==> config.mk <==
export PLATFORM = sky130hd
export DESIGN_NAME = bin2bcd
export DESIGN_NICKNAME = d
export VERILOG_FILES = /design/src/rtl/bin2bcd.sv
export SDC_FILE = /design/constraint.sdc
export NUM_CORES = 1
export LEC_CHECK = 0
export ABC_CLOCK_PERIOD_IN_PS = 800
export BUFFER_PORTS_ARGS = -buffer_cell sky130_fd_sc_hd__buf_2
export CAP_MARGIN = 15
export CORE_AREA = 2 2 103 105
export DETAILED_ROUTE_END_ITERATION = 10
export DIE_AREA = 0 0 105 107
export GPL_TIMING_DRIVEN = 0
export PLACE_DENSITY = 0.72
export SYNTH_ARGS = -nofsm -noshare
export SYNTH_HDL_FRONTEND = slang
export SYNTH_SLANG_ARGS = --single-unit
==> constraint.sdc <==
create_clock -name clk -period 0.8 [get_ports clk]
set_input_delay 0.04 -clock clk [delete_from_list [all_inputs] [get_ports clk]]
set_output_delay 0.04 -clock clk [all_outputs]
set_load 0.02 [all_outputs]
==> src/rtl/bin2bcd.sv <==
// bin2bcd: registered double-dabble binary-to-BCD converter with overflow flag
module bin2bcd #(
    parameter int NUMBCDS = 4,
    parameter int NUMBIN  = 14
) (
    input  logic                   clk,
    input  logic                   rst_n,
    input  logic [NUMBIN-1:0]      bin,
    output logic [4*NUMBCDS-1:0]   bcd,
    output logic                   ovf
);
    localparam int NFULL = (NUMBIN * 30103) / 100000 + 1;
    localparam int ND    = NFULL > NUMBCDS ? NFULL : NUMBCDS;
    logic [4*ND-1:0] acc;
    logic            hi;
    // shift-add-3 over every input bit, MSB first, into a full-width digit array
    always_comb begin
        acc = '0;
        for (int i = NUMBIN - 1; i >= 0; i--) begin
            for (int k = 0; k < ND; k++)
                acc[4*k +: 4] = acc[4*k +: 4] >= 4'd5 ? acc[4*k +: 4] + 4'd3 : acc[4*k +: 4];
            acc = {acc[4*ND-2:0], bin[i]};
        end
    end
    if (ND > NUMBCDS) begin : g_ovf
        assign hi = |acc[4*ND-1:4*NUMBCDS];
    end else begin : g_no_ovf
        assign hi = 1'b0;
    end
    // outputs are pure registers: truncated low digits plus overflow flag
    always_ff @(posedge clk or negedge rst_n) begin
        if (!rst_n) begin
            bcd <= '0;
            ovf <= 1'b0;
        end else begin
            bcd <= acc[4*NUMBCDS-1:0];
            ovf <= hi;
        end
    end
endmodule

Word-level counts from Yosys, hierarchy flattened
Index checks and enable logic that the tools add are counted.
Word-level totals
  register bits after elaboration: 17
  input bits: 16
  output and inout port bits: 17
  logic and storage cells: 81
Operators by class
  add/subtract/negate cells: 26
  $lt $le $gt $ge: 26
  muxes and demuxes: 26
  reductions and logical operators: 1
Operator list (count)
  $mux 4: 26
  $add 4x2->4 const B: 22
  $ge 4x3->1 const B: 22
  $add 3x2->4 const B: 4
  $ge 3x3->1 const B: 4
  $reduce_or 2->1: 1

Logic depth before layout (Yosys ltp)
Gate-level depths: netlist of run 1.
  depth after elaboration: 23
  mapped depth: 52
  gate-level depth less buffers: 49

Worst setup path before layout of run 1
OpenSTA, ideal clock, no wires.
  kind: input-to-reg
  start point: input port bin[12]
  end point: register bcd[8]
  library setup time: 69 ps
  arrival time: 8871 ps
  data required time: 731 ps
  setup slack: -8140 ps
  stages on the path: 50
  buffers on the path: 3
  cells stage by stage: inv_1 > ha_1 > o21ai_1 > xnor2_2 > inv_1 > ha_1 > nand2b_1 > a32oi_2 > buf_6 > xnor2_2 > ha_1 > buf_2 > inv_1 > nor2_1 > o31ai_2 > nor3_4 > o221ai_2 > xnor2_2 > (+14 left out) > a32oi_2 > nand2_1 > inv_1 > ha_1 > inv_1 > a32oi_1 > o22ai_1 > ha_1 > inv_1 > a211o_1 > and3_1 > ha_1 > nand4b_1 > a21oi_1 > mux2_2 > ha_1 > or4_1 > nand3_1
On the way
  cells in the longest elaborated chain, start to end: 22
  elaborated cells between the ends (all ways): 54
  classes of those cells: 18 x add/sub; 18 x order compare; 18 x mux
RTL lines
  start: declaration: RTL line 8  | input logic [NUMBIN-1:0] bin,
  $add 3x2->4 or $ge 3x3->1 (tied branches): RTL line 21  | acc[4*k +: 4] = acc[4*k +: 4] >= 4'd5 ? acc[4*k +: 4] + 4'd3 : acc[4*k +: 4];
  $mux 4 *: RTL line 21
  $add 4x2->4 or $ge 4x3->1 (tied branches): RTL line 21
  $mux 4: RTL line 21
  $ge 4x3->1 or $add 4x2->4 (tied branches): RTL line 21
  $mux 4: RTL line 21
  $add 4x2->4 (tied with other cells): RTL line 21
  $mux 4: RTL line 21
  (+7 left out)
  $mux 4: RTL line 21
  $add 4x2->4 or $ge 4x3->1 (tied branches): RTL line 21
  $mux 4: RTL line 21
  $add 4x2->4 or $ge 4x3->1 (tied branches): RTL line 21
  $mux 4: RTL line 21
  $add 4x2->4 or $ge 4x3->1 (tied branches): RTL line 21
  $mux 4 *: RTL line 21
  named net acc[8]: RTL line 14  | logic [4*ND-1:0] acc;
  end signal: assignment: RTL line 36  | bcd <= acc[4*NUMBCDS-1:0];
  end: declaration: RTL line 9  | output logic [4*NUMBCDS-1:0] bcd,
The timed path passes the listed nets; every way through them passes the cells marked *.

Final worst setup path of run 1
Ends and elaborated chain as after synthesis.

==> results of run 1 <==
## repair_timing
item,4_1_cts,5_1_grt
pin swaps,44,32
hold buffers,2,0
setup buffers,51,11
setup endpoints to repair,23,33
hold endpoints to repair,18,0
gates resized for setup,76,53
## through the flow
stage	hold WS (ns)	cells	util	setup slack (ns)	TNS, ns
floorplan	-0.256	593	-	-7.42	-107.43
global placement	-0.0367	760	0.499	-8.34	-122.49
detailed placement	-0.0287	760	0.499	-8.55	-126.14
CTS	0.0191	815	0.575	-6.88	-104.36
global route	0.0161	825	0.604	-7.33	-111.34
finish	0.00509	825	0.604	-6.98	-105.09
## flip-flops by register name, indices dropped and copies added (netlist names)
signal / flops
ovf: 1
bcd: 16
## kinds of logic (layout without fill, tap and decap cells)
logic type | count (synthesis) | count (layout)
XOR/XNOR | 13 | 13
flip-flops | 17 | 17
multiplexers | 26 | 26
AND/OR/NAND/NOR | 210 | 210
AO/OA/AOI/OAI | 236 | 236
buffers and inverters | 63 | 159
adder cells (fa/ha/maj) | 28 | 28
## cells in the final DEF (no fill, tap or decap), drive strengths merged, types with 10 or more instances in the layout
cell type and n:
and2 10, mux2 11, buf 102, nor2 35, inv 38, clkbuf 16
or2 10, a211oi 17, mux2i 15, nand2 42, o21ai 43, or3 11
nand3 27, dfrtp 17, o211ai 20, a31oi 10, and3 12, nor3 21
a21oi 34, ha 28
## final timing paths
check	from	endpoint	slack (ns)	cells after the start
hold / removal	bin[1]	bcd[1]$_DFF_PN0_	0.005	2
min in group asynchronous	rst_n	bcd[5]$_DFF_PN0_	0.22	2
max in group asynchronous	rst_n	bcd[0]$_DFF_PN0_	0.31	2
setup / recovery	bin[12]	bcd[8]$_DFF_PN0_	-6.98	50
## per-layer routing
metal | vias up | track usage
met5 | - | 0
met4 | 0 | 0.0610
met3 | 34 | 0.0274
met2 | 261 | 0.414
met1 | 2570 | 0.313
li1 | 2538 | -
## final cells by class
cell class                      instances  area share
Tap cell                              136      0.0279
Sequential cell                        17      0.0698
Timing Repair Buffer                   95       0.132
Multi-Input combinational cell        513       0.716
Inverter                               39      0.0273
Buffer                                 21      0.0197
Clock buffer                            4     0.00739
==> qor.json, run 1 <==
{
  "fill_cells": {"value": 856},
  "max-slew-margin-rel": {"value": 0.494},
  "synth_compound_gate_area_share": {"value": 0.415},
  "routed_length_on_met2": {"value": 7.26, "unit": "mm"},
  "clock_tree_from_tritoncts": {"value": "done"},
  "critical-path-top-delay-family": {"value": "compound AO/OA/AOI/OAI gates"},
  "critical_path.most_common_cell": {"value": "sky130_fd_sc_hd__ha_4"},
  "synth_top_cells_by_count": {"value": "sky130_fd_sc_hd__nand2_1 (42), sky130_fd_sc_hd__nor2_1 (35), sky130_fd_sc_hd__a21oi_1 (31), sky130_fd_sc_hd__inv_1 (31)"},
  "ys_async_sr_fraction": {"value": 1.00},
  "cts.sink_count": {"value": 17},
  "timing_hold_violations_final": {"value": 0},
  "synth_area_per_cell": {"value": 7.52, "unit": "um^2"},
  "timing.critical_path.to_type": {"value": "register"},
  "fin_ws": {"value": -6.98, "unit": "ns"},
  "detail_route.wirelength": {"value": 14.4, "unit": "mm"},
  "floorplan.initialDensity": {"value": 0.442},
  "grt_max_degree": {"value": 18},
  "yosys.area.top_type": {"value": "sky130_fd_sc_hd__dfrtp_1"},
  "dr.pass1.iters": {"value": 5},
  "netlist.area_leader.share": {"value": 0.0954},
  "highest_attainable_clock_frequency": {"value": 128, "unit": "MHz"},
  "synth.net_count": {"value": 637},
  "synth_warnings": {"value": 0},
  "rows": {"value": 37},
  "netlist_area": {"value": 4460, "unit": "um^2"},
  "cts.root.buffer_cell": {"value": "sky130_fd_sc_hd__clkbuf_8"},
  "syn-instance-count": {"value": 593},
  "core_region_area": {"value": 10100, "unit": "um^2"},
  "route.detailed.vias_per_inst": {"value": 6.55},
  "synthSimpleGateAreaFrac": {"value": 0.253},
  "floorplan.die_area": {"value": 11200, "unit": "um^2"},
  "clock_tree.buffer_depth": {"value": 2},
  "final-seq-area": {"value": 425, "unit": "um^2"},
  "synth-xor-area-share": {"value": 0.0323},
  "ioPinCount": {"value": 33},
  "buffer_ports.inserted": {"value": 31},
  "wire_length_of_the_first_global_routing_pass": {"value": 23.3, "unit": "mm"},
  "post-route-min-period": {"value": 7.78, "unit": "ns"},
  "dieWidth": {"value": 105, "unit": "um"},
  "yosys.area_share.adder": {"value": 0.0785},
  "detail_route.wl_per_cell": {"value": 17.5, "unit": "um"},
  "worst_hold_path_type": {"value": "input pin to register"},
  "numCtsBuffers": {"value": 3},
  "antennaDiodeCount": {"value": 0},
  "crit_path_max_cell_delay": {"value": 0.54, "unit": "ns"},
  "overall_track_demand_over_capacity_in_global_routing": {"value": 0.238},
  "syn2layout_area_growth": {"value": 36.7, "unit": "%"},
  "place_congestion": {"value": 0.905},
  "die_height": {"value": 107, "unit": "um"},
  "ant_nets": {"value": 0},
  "yosysSeqAreaShare": {"value": 0.0954},
  "setup.worst_path.start_class": {"value": "input pin"},
  "worst_path_max_delay_cell": {"value": "sky130_fd_sc_hd__or4b_1"},
  "globalRoute.totalOverflow": {"value": 0},
  "setup_violations": {"value": 23},
  "synth_edf_count": {"value": 0},
  "initial_antenna_violation_count": {"value": 0},
  "largest_family_of_logic_cells_by_synthesized_area": {"value": "compound AO/OA/AOI/OAI gates"},
  "post_dp_cell_area": {"value": 5030, "unit": "um^2"},
  "netlist_top_cells_area": {"value": "sky130_fd_sc_hd__dfrtp_1 (9.5%), sky130_fd_sc_hd__ha_1 (7.9%), sky130_fd_sc_hd__nand2_1 (3.5%), sky130_fd_sc_hd__a21oi_1 (3.5%), sky130_fd_sc_hd__o211ai_1 (3.2%)"},
  "drcViolationCount": {"value": 0},
  "finalInstanceArea": {"value": 6100, "unit": "um^2"},
  "routedLengthMet1": {"value": 6.13, "unit": "mm"},
  "unrepaired_setup_endpoints_after_global_routing": {"value": "yes"},
  "ys_ff_latch": {"value": 17},
  "crit_buf_inv": {"value": 15},
  "synth_cell_types": {"value": 99},
  "tightestPinTransition": {"value": 0.751, "unit": "ns"},
  "final.period_utilization": {"value": 9.73},
  "dr_wl_met3": {"value": 786, "unit": "um"},
  "most_used_flip_flop_cell_after_synthesis": {"value": "sky130_fd_sc_hd__dfrtp_1"},
  "initialDrtViolationCount": {"value": 418},
  "dr_total_vias": {"value": 5403},
  "max_cap_viol_count": {"value": 0},
  "largest_fanout_on_the_critical_path": {"value": 7},
  "violated_checks": {"value": "negative setup slack"},
  "post-synth-top-count-cell": {"value": "sky130_fd_sc_hd__nand2_1"},
  "nets": {"value": 734},
  "post_route_cells_drive_above_1_share": {"value": 0.374},
  "worstPathArrival": {"value": 7.98, "unit": "ns"},
  "combined_area_of_the_multi_input_logic_cells": {"value": 4370, "unit": "um^2"},
  "highest_signal_layer": {"value": "met4"},
  "dp.final_hpwl": {"value": 9.25, "unit": "mm"},
  "final_max_slew_viol_count": {"value": 0},
  "clkTransAtPathRegs": {"value": 0.07, "unit": "ns"},
  "path_class": {"value": "input pin to register"},
  "yosys-mux-area-fraction": {"value": 0.0648},
  "cts_htree_levels": {"value": 1},
  "worst_path_required": {"value": 0.99, "unit": "ns"},
  "outcome": {"value": "complete, but fails checks"},
  "grt_pass1_vias": {"value": 5102}
}
Power of run 1 is left out: the tool's default activity adds up to more than one toggle a clock period on the data nets, which glitch-free logic cannot reach.
==> run 2, diff against run 1 <==
--- a/config.mk
+++ b/config.mk
@@ -5,7 +5,7 @@
 export SDC_FILE = /design/constraint.sdc
 export NUM_CORES = 1
 export LEC_CHECK = 0
-export ABC_CLOCK_PERIOD_IN_PS = 800
+export ABC_CLOCK_PERIOD_IN_PS = 6600
 export BUFFER_PORTS_ARGS = -buffer_cell sky130_fd_sc_hd__buf_2
 export CAP_MARGIN = 15
 export CORE_AREA = 2 2 103 105
==> constraint.sdc (replaced) <==
create_clock -name clk -period 6.6 [get_ports clk]
set_input_delay 0.33 -clock clk [delete_from_list [all_inputs] [get_ports clk]]
set_output_delay 0.33 -clock clk [all_outputs]
set_load 0.02 [all_outputs]
==> run 2 against run 1 <==
  * The run still ends with negative setup slack left
  * Non-clock buffer count increased by 10
  * Cell area rose by 1.4%
  * Highest routed layer unchanged
  * Global-route usage down 1.3 points
  * Via count decreased by 1.1%
  * Wire length is 3.0% lower
  * Count of clock-buffer cells in the layout down 1
  * Worst hold slack improved by 0.18 ns
  * Die area unchanged
==> qor.json, run 2 (synthesis results as in run 1) <==
{
  "timing_hold_violations_final": {"value": 0, "change": "unchanged"},
  "ioPinCount": {"value": 33, "change": "unchanged"},
  "initialDrtViolationCount": {"value": 341, "change": "-18%"},
  "clock_tree.buffer_depth": {"value": 2, "change": "unchanged"},
  "tightestPinTransition": {"value": 0.767, "unit": "ns", "change": "+0.0162 ns"},
  "path_class": {"value": "input pin to register"},
  "max-slew-margin-rel": {"value": 0.483, "change": "-0.0109"},
  "dr_total_vias": {"value": 5345, "change": "-1.1%"},
  "clock_tree_from_tritoncts": {"value": "done"},
  "outcome": {"value": "complete, but fails checks"},
  "crit_path_max_cell_delay": {"value": 0.54, "unit": "ns", "change": "about the same"},
  "rows": {"value": 37, "change": "unchanged"},
  "final_common_cell": {"value": "sky130_fd_sc_hd__buf_4"},
  "clkTransAtPathRegs": {"value": 0.06, "unit": "ns", "change": "about the same"},
  "post_route_cells_drive_above_1_share": {"value": 0.405, "change": "+0.0304"},
  "core_region_area": {"value": 10100, "unit": "um^2", "change": "unchanged"},
  "largest_register_ff_count": {"value": 16, "change": "unchanged"},
  "worstPathArrival": {"value": 8.41, "unit": "ns", "change": "+0.43 ns"},
  "nets": {"value": 744, "change": "+1.4%"},
  "violated_checks": {"value": "negative setup slack"},
  "startpoint": {"value": "bin[12]"},
  "highest_attainable_clock_frequency": {"value": 122, "unit": "MHz"},
  "grt_max_degree": {"value": 18, "change": "unchanged"},
  "dieWidth": {"value": 105, "unit": "um", "change": "unchanged"},
  "grt_pass1_vias": {"value": 4935, "change": "-3.3%"},
  "final-seq-area": {"value": 425, "unit": "um^2", "change": "unchanged"},
  "top_register": {"value": "bcd"},
  "largest_fanout_on_the_critical_path": {"value": 4, "change": "-3"},
  "die_height": {"value": 107, "unit": "um", "change": "unchanged"},
  "syn2layout_area_growth": {"value": 38.7, "unit": "%"},
  "placedCellCount": {"value": 760, "change": "unchanged"},
  "antennaDiodeCount": {"value": 0, "change": "unchanged"},
  "buffer_ports.inserted": {"value": 31, "change": "unchanged"},
  "floorplan.die_area": {"value": 11200, "unit": "um^2", "change": "unchanged"},
  "layout.cells.non_filler": {"value": 835, "change": "+1.2%"},
  "cts.sink_count": {"value": 17, "change": "unchanged"},
  "detail_route.wirelength": {"value": 14.0, "unit": "mm", "change": "-3.0%"},
  "worst_path_max_delay_cell": {"value": "sky130_fd_sc_hd__or4_4"},
  "setup_violations": {"value": 16, "change": "-30%"},
  "whs": {"value": 0.182, "unit": "ns", "change": "+0.177 ns"},
  "most-common-layout-cells": {"value": "sky130_fd_sc_hd__buf_4 (72), sky130_fd_sc_hd__nand2_1 (38), sky130_fd_sc_hd__buf_2 (32), sky130_fd_sc_hd__nor2_1 (29), sky130_fd_sc_hd__a21oi_1 (27)"},
  "floorplan.initialDensity": {"value": 0.442, "change": "unchanged"},
  "fill_cells": {"value": 865, "change": "+1.1%"},
  "globalRoute.totalOverflow": {"value": 0, "change": "unchanged"},
  "ant_nets": {"value": 0, "change": "unchanged"},
  "combined_area_of_the_multi_input_logic_cells": {"value": 4490, "unit": "um^2", "change": "+2.9%"},
  "dp.final_hpwl": {"value": 9.11, "unit": "mm", "change": "-1.6%"},
  "fin_ws": {"value": -1.63, "unit": "ns", "change": "+5.36 ns"},
  "wire_length_of_the_first_global_routing_pass": {"value": 22.1, "unit": "mm", "change": "-5.0%"},
  "final_max_slew_viol_count": {"value": 0, "change": "unchanged"},
  "detail_route.wl_per_cell": {"value": 16.8, "unit": "um", "change": "-4.1%"},
  "dr.pass1.iters": {"value": 7, "change": "+2"},
  "place_congestion": {"value": 0.918, "change": "+1.5%"},
  "worst_hold_path_type": {"value": "input pin to register"},
  "initial_antenna_violation_count": {"value": 0, "change": "unchanged"},
  "worst_path_required": {"value": 6.79, "unit": "ns", "change": "+5.80 ns"},
  "final.period_utilization": {"value": 1.25},
  "timing.critical_path.to_type": {"value": "register"},
  "unrepaired_setup_endpoints_after_global_routing": {"value": "yes"},
  "post-route-min-period": {"value": 8.23, "unit": "ns"},
  "max_cap_viol_count": {"value": 0, "change": "unchanged"},
  "reg.largest.list": {"value": "bcd x16, ovf x1"},
  "route.detailed.vias_per_inst": {"value": 6.40, "change": "-2.3%"},
  "drcViolationCount": {"value": 0, "change": "unchanged"},
  "cts.root.buffer_cell": {"value": "sky130_fd_sc_hd__clkbuf_8"},
  "critical_path.most_common_cell": {"value": "sky130_fd_sc_hd__ha_4"},
  "min_from": {"value": "bin[0]"},
  "cts_htree_levels": {"value": 1, "change": "unchanged"},
  "setup.worst_path.start_class": {"value": "input pin"},
  "overall_track_demand_over_capacity_in_global_routing": {"value": 0.225, "change": "-0.0127"},
  "numCtsBuffers": {"value": 3, "change": "unchanged"}
}
run 2: cell count changes in the layout (fill, tap and decap cells not counted), sizes merged:
cell,previous run,this run
clkinv,1,2
dlygate4sd3,2,1
buf,102,112
run 2: per-layer routing:
| metal | vias to the layer above | global-route usage | wire, um |
|---|---|---|---|
| li1 | 2565 | - | - |
| met2 | 191 | 0.415 | 7200 |
| met4 | 0 | 0.0410 | 179 |
| met5 | - | 0 | 0 |
| met1 | 2564 | 0.289 | 5960 |
| met3 | 25 | 0.0176 | 654 |
run 2: cell type report:
type,count,share of cell area
plain buffers,21,0.0208
clock buffers,3,0.00668
clock inverters,1,0.000809
inverters,39,0.0273
multi-input cells,513,0.727
flip-flops and latches,17,0.0688
well taps,136,0.0275
repair buffers,105,0.121
run 2: through the flow:
stage | area [um^2] | utilization | TNS [ns] | setup slack, ns
2_1_floorplan | 4710 | - | -19.27 | -1.91
3_3_place_gp | 5030 | 0.499 | -34.32 | -2.82
3_5_place_dp | 5030 | 0.499 | -36.90 | -2.99
4_1_cts | 5790 | 0.574 | -14.19 | -1.40
5_1_grt | 6180 | 0.613 | -22.85 | -1.88
6_report | 6180 | 0.613 | -17.59 | -1.63
run 2: final timing paths:
path                                     to  slack, ns  cells after the start
worst min-delay path       bcd[0]$_DFF_PN0_       0.18                      1
worst max-delay path       bcd[8]$_DFF_PN0_      -1.63                     50
max in group asynchronous  bcd[3]$_DFF_PN0_       5.81                      2
min in group asynchronous  bcd[0]$_DFF_PN0_       0.52                      2
run 2: repair_timing:
action / in CTS / in global routing
endpoints found under the setup margin: 16 / 16
resized for setup: 70 / 46
pin swaps: 51 / 43
buffers inserted: 48 / 26
hold buffers: 1 / 0
endpoints found under the hold margin: 17 / 0
gates cloned: 0 / 0
run 2: worst max-delay path, delay by kind of cell:
family	cells	cell delay (ns)
compound gates	14	2.62
simple gates	10	2.09
fa+ha+maj	10	1.64
buf+inv	12	0.89
xor+xnor	3	0.48
mux	1	0.31
Power of run 2 is left out for the same reason.
